### config.mk
export PLATFORM = sky130hd
export DESIGN_NAME = debug_trigger_unit
export DESIGN_NICKNAME = d
export VERILOG_FILES = /design/src/rtl/debug_pkg.sv /design/src/rtl/debug_sample_filter.sv /design/src/rtl/debug_trigger_unit.sv
export SDC_FILE = /design/constraint.sdc
export NUM_CORES = 1
export LEC_CHECK = 0
export CORE_ASPECT_RATIO = 1.4
export CORE_MARGIN = 8
export CORE_UTILIZATION = 38
export CTS_CLUSTER_DIAMETER = 150
export CTS_CLUSTER_SIZE = 30
export DETAILED_ROUTE_END_ITERATION = 7
export PLACE_DENSITY = 0.86
export SYNTH_ARGS = -nofsm -noshare
export SYNTH_HDL_FRONTEND = slang
export SYNTH_SLANG_ARGS = --single-unit
### constraint.sdc
create_clock -name clk -period 2.5 [get_ports clk]
set_clock_uncertainty 0.05 [all_clocks]
set_input_delay 0.75 -clock clk [delete_from_list [all_inputs] [get_ports clk]]
set_output_delay 0.75 -clock clk [all_outputs]
set_load 0.05 [all_outputs]
### src/rtl/debug_pkg.sv
// Shared definitions for the debug trigger unit and the event dumper that sits behind it.
// Latency: n/a (types, constants and elaboration-time helpers only).
// Backpressure: n/a.
package debug_pkg;

   // Encoding is shared with the dumper's state constants; keep values stable.
   typedef enum logic [1:0] {
      ST_ARMED = 2'd0,
      ST_POST  = 2'd1,
      ST_DONE  = 2'd2
   } dbg_state_t;

   // Counter width able to hold 0..n-1, never narrower than one bit.
   function automatic int unsigned clog2_min1(input int unsigned n);
      return ($clog2(n) < 1) ? 1 : $clog2(n);
   endfunction

endpackage

### src/rtl/debug_sample_filter.sv
// Sample qualifier: passes valid probe samples, optionally only those that differ from the
// last forwarded one (matching samples always pass). Latency: combinational forward, 1-cycle
// history update. Backpressure: none, the dumper accepts every strobe.
// Ports: clk/reset (sync, active-high); enable gates all forwarding; probe_data/probe_valid raw
//        sample; match from the trigger comparator; forward = sample goes to the dumper.
module debug_sample_filter
   import debug_pkg::*;
#(
   parameter int unsigned PROBE_WIDTH       = 32,
   parameter bit          CAPTURE_ON_CHANGE = 1'b0
) (
   input  logic                   clk,
   input  logic                   reset,
   input  logic                   enable,
   input  logic [PROBE_WIDTH-1:0] probe_data,
   input  logic                   probe_valid,
   input  logic                   match,
   output logic                   forward
);

   logic [PROBE_WIDTH-1:0] last_q, last_d;
   logic                   have_last_q, have_last_d;

   always_comb begin
      forward     = enable && probe_valid &&
                    (!CAPTURE_ON_CHANGE || !have_last_q || (probe_data != last_q) || match);
      last_d      = last_q;
      have_last_d = have_last_q;
      if (forward) begin
         last_d      = probe_data;
         have_last_d = 1'b1;
      end
   end

   always_ff @(posedge clk) begin
      if (reset) begin
         last_q      <= '0;
         have_last_q <= 1'b0;
      end else begin
         last_q      <= last_d;
         have_last_q <= have_last_d;
      end
   end

endmodule

### src/rtl/debug_trigger_unit.sv
// Trigger qualifier feeding the event dumper: filter, masked match, occurrence count, post window, one trigger pulse.
// Latency: probe -> capture_data/capture_enable/trigger is 1 cycle, all outputs registered.
// Backpressure: none; the dumper takes a sample every cycle capture_enable is high.
// Ports: clk/reset (sync, active-high); probe_data/probe_valid raw probe; force_trigger manual trigger;
//        capture_data/capture_enable to dumper; trigger one-cycle end-of-capture pulse; triggered/done status.
module debug_trigger_unit
   import debug_pkg::*;
#(
   parameter int unsigned            PROBE_WIDTH          = 32,
   parameter logic [PROBE_WIDTH-1:0] TRIGGER_MASK         = {PROBE_WIDTH{1'b1}},
   parameter logic [PROBE_WIDTH-1:0] TRIGGER_VALUE        = '0,
   parameter int unsigned            TRIGGER_OCCURRENCE   = 1,
   parameter int unsigned            POST_TRIGGER_SAMPLES = 16,
   parameter bit                     CAPTURE_ON_CHANGE    = 1'b0
) (
   input  logic                   clk,
   input  logic                   reset,
   input  logic [PROBE_WIDTH-1:0] probe_data,
   input  logic                   probe_valid,
   input  logic                   force_trigger,
   output logic [PROBE_WIDTH-1:0] capture_data,
   output logic                   capture_enable,
   output logic                   trigger,
   output logic                   triggered,
   output logic                   done
);

   localparam int unsigned OCC_W  = clog2_min1(TRIGGER_OCCURRENCE + 1);
   localparam int unsigned POST_W = clog2_min1(POST_TRIGGER_SAMPLES + 1);

   localparam logic [OCC_W-1:0]  OCC_LAST  = OCC_W'(TRIGGER_OCCURRENCE - 1);
   localparam logic [OCC_W-1:0]  OCC_ONE   = OCC_W'(1);
   localparam logic [POST_W-1:0] POST_LOAD = POST_W'(POST_TRIGGER_SAMPLES);
   localparam logic [POST_W-1:0] POST_ONE  = POST_W'(1);

   dbg_state_t             state_q, state_d;
   logic [OCC_W-1:0]       occ_q, occ_d;
   logic [POST_W-1:0]      post_q, post_d;
   logic [PROBE_WIDTH-1:0] cap_data_q, cap_data_d;
   logic                   cap_en_q, cap_en_d;
   logic                   trigger_q, trigger_d;
   logic                   triggered_q, triggered_d;
   logic                   done_q, done_d;

   logic active;
   logic match;
   logic forward;

   // Once DONE the unit is frozen until reset: no forwarding, no matching.
   assign active = (state_q != ST_DONE);
   assign match  = probe_valid && (((probe_data ^ TRIGGER_VALUE) & TRIGGER_MASK) == '0);

   debug_sample_filter #(
      .PROBE_WIDTH       (PROBE_WIDTH),
      .CAPTURE_ON_CHANGE (CAPTURE_ON_CHANGE)
   ) u_filter (
      .clk         (clk),
      .reset       (reset),
      .enable      (active),
      .probe_data  (probe_data),
      .probe_valid (probe_valid),
      .match       (match),
      .forward     (forward)
   );

   always_comb begin
      state_d     = state_q;
      occ_d       = occ_q;
      post_d      = post_q;
      cap_data_d  = cap_data_q;
      cap_en_d    = 1'b0;
      trigger_d   = 1'b0;
      triggered_d = triggered_q;
      done_d      = done_q;

      if (forward) begin
         cap_en_d   = 1'b1;
         cap_data_d = probe_data;
      end

      // Manual trigger wins over any match / post-window bookkeeping this cycle.
      if (active && force_trigger) begin
         trigger_d   = 1'b1;
         triggered_d = 1'b1;
         done_d      = 1'b1;
         state_d     = ST_DONE;
      end else begin
         unique case (state_q)
            ST_ARMED: begin
               if (match) begin
                  if (occ_q == OCC_LAST) begin
                     triggered_d = 1'b1;
                     if (POST_TRIGGER_SAMPLES == 0) begin
                        // Matching sample is the last one: pulse with its own strobe.
                        trigger_d = 1'b1;
                        done_d    = 1'b1;
                        state_d   = ST_DONE;
                     end else begin
                        post_d  = POST_LOAD;
                        state_d = ST_POST;
                     end
                  end else if (occ_q != '1) begin
                     occ_d = occ_q + OCC_ONE;
                  end
               end
            end
            ST_POST: begin
               if (forward) begin
                  post_d = post_q - POST_ONE;
                  // Pulse lands on the same cycle as the final post sample's strobe.
                  if (post_q == POST_ONE) begin
                     trigger_d = 1'b1;
                     done_d    = 1'b1;
                     state_d   = ST_DONE;
                  end
               end
            end
            default: begin
            end
         endcase
      end
   end

   always_ff @(posedge clk) begin
      if (reset) begin
         state_q     <= ST_ARMED;
         occ_q       <= '0;
         post_q      <= '0;
         cap_data_q  <= '0;
         cap_en_q    <= 1'b0;
         trigger_q   <= 1'b0;
         triggered_q <= 1'b0;
         done_q      <= 1'b0;
      end else begin
         state_q     <= state_d;
         occ_q       <= occ_d;
         post_q      <= post_d;
         cap_data_q  <= cap_data_d;
         cap_en_q    <= cap_en_d;
         trigger_q   <= trigger_d;
         triggered_q <= triggered_d;
         done_q      <= done_d;
      end
   end

   assign capture_data   = cap_data_q;
   assign capture_enable = cap_en_q;
   assign trigger        = trigger_q;
   assign triggered      = triggered_q;
   assign done           = done_q;

endmodule

== Word-level counts from Yosys, hierarchy flattened ==
Cells that the tools add are included.

* Bits in registers: 44
* Bits of input ports: 36

* Add/sub/neg operators: 1
* Muxes and demuxes: 24
* Eq/ne operators: 12
* Reductions and logical operators: 19
* Bitwise logic cells: 1

{| class="wikitable"
|+ Operator list
! operator !! number
|-
| logical NOT 32 bit || 1
|-
| 2-to-1 mux 5 bit || 3
|-
| AND reduction 5 bit || 3
|-
| 2-to-1 mux 1 bit || 14
|-
| != test 3 bit, second input constant || 4
|-
| nonzero test 2 bit || 6
|-
| 2-to-1 mux 2 bit || 5
|-
| != test 2 bit, second input constant || 5
|-
| case mux 5 bit (2 select lines) || 1
|-
| AND reduction 3 bit || 3
|-
| == test 5 x 1 -> 1 bit, second input constant || 1
|-
| subtractor 5 x 1 -> 5 bit, second input constant || 1
|-
| case mux 2 bit (2 select lines) || 1
|-
| logical AND 1 bit || 3
|-
| nonzero test 3 bit || 1
|-
| == test 2 x 1 -> 1 bit, second input constant || 1
|-
| logical NOT 2 bit || 1
|-
| != test 2 x 1 -> 1 bit, second input constant || 1
|-
| OR reduction 2 bit || 1
|-
| inverter 1 bit || 1
|}

== Depth between registers and ports, before layout ==
* Depth after elaboration: 5
* Depth in mapped cells: 8

== By module ==
From an unflattened synthesis, not the netlist that was laid out.

* Cells, all modules: 182
* Area, all modules: 1781.7 µm²

{| class="wikitable"
|+ Modules (own cells, without submodules)
! module !! cells an instance !! instances !! area each (µm²)
|-
| debug_trigger_unit || 181 || 1 || 1775.5
|-
| debug_sample_filter || 1 || 1 || 6.3
|}

== Worst setup path after synthesis ==
No wires, ideal clock.

* Path type: in2reg
* From: input probe_data[30]
* To: register triggered_q, in the netlist triggered
* Buffers on the path: 0
* Arrival time: 2360 ps
* Cell stages on the path: 4
* Slack: 23 ps
* Setup time: 67 ps
* Required time: 2383 ps
* Cells stage by stage: or4_4 -> or4_4 -> or4_4 -> a21oi_2

* Longest elaborated chain between the ends: 4

{| class="wikitable"
|+ Ends and longest elaborated chain
! item !! RTL line !! text
|-
| start: declaration || debug_trigger_unit.sv:18 || <nowiki>input logic [PROBE_WIDTH-1:0] probe_data,</nowiki>
|-
| logical NOT 32 bit || debug_trigger_unit.sv:51 || <nowiki>assign match = probe_valid && (((probe_data ^ TRIGGER_VALUE) & TRIGGER_MASK) == '0);</nowiki>
|-
| logical AND 1 bit || debug_trigger_unit.sv:51 ||
|-
| nonzero test 2 bit (no source line) || -- ||
|-
| AND reduction 3 bit (no source line) || -- ||
|-
| end signal: assignment || debug_trigger_unit.sv:141 || <nowiki>triggered_q <= triggered_d;</nowiki>
|-
| end: declaration || debug_trigger_unit.sv:42 || <nowiki>logic triggered_q, triggered_d;</nowiki>
|}

Every way passes these cells.
A chain may end at the register's enable or synchronous reset.

== Worst setup path in the final report ==
* From: input probe_data[31]
* To: register triggered_q, in the netlist triggered

Same word-level chain as after synthesis.

==> flow_summary.yaml <==
run_status:
  status: "finished clean"
setup_path:
  crit_required_ns: 2.69
  cp-start-kind: "primary input"
  cp_cell_sequence: "clkdlybuf4s50_1 -> or4_4 -> or4_4 -> or4_4 -> a21oi_2"
  arrival_time_of_data_at_the_critical_path_endpoint_ns: 2.66
  cpMaxStageDelayCell: "or4_4"
  path_class: "primary input to register"
  path_max_fanout: 2
  cp_common_cell: "or4_4"
  critPathCaptureType: "register"
  worst_path_largest_cell_delay_ns: 0.50
placed_design:
  dpl.hpwl_mm: 3.73
  place_congestion: 0.793
  io_buffers: 71
  postPlaceCellArea_mm2: 0.00251
  instance_count_after_placement_with_tap_cells_included: 346
timing:
  max_slew_margin_pct: 64.9
  max_freq_mhz: 404
  finalCritPeriodShare_pct: 99.0
  layout_min_cycle_time_ns: 2.48
  rsz0062_at_grt: "false"
  setup_viols_final: 0
  report.final.hold_viol_count: 0
  final.setup.tns_ns: 0
  worst_slew_pin_tran_ns: 0.524
  final-max-slew-violation-count: 0
pwr:
  total_leakage_power_uw: 0.00101
  pwr-share-seq_pct: 45.5
  fraction_of_power_consumed_by_the_clock_network_pct: 32.6
  switching_share_pct: 29.2
  p_int_uw: 1160
  comb_power_share_pct: 21.9
  cellPowerDensity_mw_per_mm2: 614
  design_power_total_uw: 1630
  total_switching_power_uw: 477
  irDropWorstVdd_mv: 0.455
clock_tree:
  cts.sinks: 43
  clk-insertion-delay-late_ns: 0.29
  cts.clk_slew.worst_paths_ns: 0.08
  hold_buffers: 0
  tritoncts: "built"
  number_of_buffers_created_by_cts: 5
  h-tree-depth: 2
  clockBufferDepth: 2
  cts_root_buf: "clkbuf_8"
die:
  floorplan.rows: 29
  fp.dieH_um: 95.1
  core_mm2: 0.00443
  die_area_mm2: 0.00689
  floorplan.io_pins: 72
  fp.dieW_um: 72.5
  initial_utilization_pct: 38.3
drt:
  detailroute.via_count: 1759
  wl_mm: 5.02
  drtIter0Drc: 128
  detail_route.first_pass.iterations: 4
  drt_drc_violations_left: 0
  wl_per_cell_um: 14.1
  viasPerCell: 4.94
  route.antenna.remaining_nets: 0
finish:
  syn2layout_area_growth_pct: 56.6
  stdcell_area_mm2: 0.00266
  non_filler_cells_final: 356
  nets: 331
  drive_gt1_share_pct: 10.9
  num-fill-cells: 416
  post-route-util_pct: 60.0
  insertedDiodeCount: 0
synth:
  ys_dominant_reg_cell: "dfxtp_1"
  synth_warnings: 0
  synth_fp_nets: 254
  post_synth_edffs: 0
  post-synth-top-area-cell: "dfxtp_1"
  synth.cell_area_mm2: 0.00170
  postSynth.asyncResetShare_pct: 0
  sequential_to_total_area_share_from_yosys_stat_pct: 50.7
  post_synthesis_register_bit_count: 43
  yosys.cell_types.count: 24
  synthesis.area_per_instance_um2: 7.85
  syn-instance-count: 216
  synthDominantCellAreaShare_pct: 50.7
  synthTopCellsByArea: "dfxtp_1 (51%), nand2_1 (15%), a21oi_1 (12%)"
grt:
  grt_max_degree: 34
  grt_first_pass_wirelength_mm: 7.85
  antenna_found_initial: 0
  globalRouteTotalUtil_pct: 14.6
  via_count_of_the_first_global_routing_pass: 1659
  grt_overflow_total: 0
flow_run:
  cap_viol_max_count: 0
hold_path:
  worst_hold_path_type: "register to register"
layout by cell type (no fill, tap or decap), drive strengths merged, types with 2 or more instances in the layout:
| master | synthesis | layout |
|---|---|---|
| inv | 6 | 6 |
| clkinv | 0 | 2 |
| a21oi | 41 | 41 |
| nor3 | 5 | 5 |
| dfxtp | 43 | 43 |
| clkdlybuf4s50 | 0 | 53 |
| clkdlybuf4s15 | 0 | 2 |
| or3 | 2 | 2 |
| nand4 | 2 | 2 |
| nand2 | 67 | 67 |
| or4 | 3 | 3 |
| nor4b | 2 | 2 |
| nor2 | 9 | 9 |
| ha | 2 | 2 |
| dlygate4sd2 | 0 | 13 |
| buf | 0 | 12 |
| clkbuf | 13 | 6 |
| dlymetal6s2s | 0 | 2 |
| nand3 | 2 | 2 |
| nor4 | 6 | 6 |
| o21ai | 5 | 5 |
logic make-up after synthesis:
group           after synthesis  synth area share [%]
fa+ha+maj                     2                  1.47
compound gates               53                  17.6
buf+inv                      19                  4.20
flops                        43                  50.7
simple gates                 99                  26.0
critical path, delay by kind of cell:
kind	cells	cell delay, ns
buffers and inverters	1	0.42
AND/OR/NAND/NOR	3	1.35
AO/OA/AOI/OAI	1	0.13
per-stage QoR:
stage | setup slack, ns | hold WS (ns)
after detailed placement | -0.568 | 0.388
after global placement | -0.561 | 0.383
after global routing | 0.000591 | 0.424
after floorplan | 0.0231 | 0.407
final | 0.0249 | 0.396
after CTS | 0.000813 | 0.400
final timing paths:
kind	from	endpoint	slack, ns	cells after the start
max	probe_data[31]	triggered	0.02	5
min	done	done	0.40	2
max reg2reg	state_q[0]	post_q[4]	0.91	5
min reg2reg	done	done	0.40	2
state kept, by name, indices dropped and copies added (netlist names):
signal,cells
capture_data,32
post_q,5
state_q,2
capture_enable,1
done,1
trigger,1
triggered,1
synthesized netlist by cell type, drive strengths merged (2+ instances only):
master	count
nor4b	2
inv	6
nand4	2
nand2	67
nor4	6
or4	3
or3	2
dfxtp	43
a21oi	41
nand3	2
nor2	9
clkbuf	13
nor3	5
o21ai	5
ha	2
power by group through the flow:
stage / clock network [uW] / registers [uW] / logic [uW]
finish: 532 / 743 / 357
global placement: 0 / 757 / 359
global route: 571 / 749 / 381
floorplan: 0 / 872 / 91.0
CTS: 547 / 743 / 360
detailed placement: 0 / 759 / 363
routing by layer:
metal	vias to the layer above	wire length (um)	GRT usage, %
li1	886	-	-
met5	-	0	0
met4	0	132	6.70
met3	10	360	4.53
met1	800	1970	16.0
met2	63	2560	25.2
final cells by class:
| class | count | area [um^2] | area share (%) |
|---|---|---|---|
| tap | 62 | 77.6 | 2.92 |
| inverter | 6 | 22.5 | 0.847 |
| clock inverter | 3 | 43.8 | 1.65 |
| clock buffer | 5 | 68.8 | 2.59 |
| multi-input combinational | 154 | 798 | 30.0 |
| timing repair buffer | 83 | 786 | 29.6 |
| sequential | 43 | 861 | 32.4 |
timing repair:
action | CTS | global route
cloned | 0 | 0
setup endpoints to repair | 7 | 6
pin swaps | 12 | 6
setup buffers | 2 | 0
gates resized for setup | 26 | 4
No activity file was read; power rests on OpenSTA's default activity.
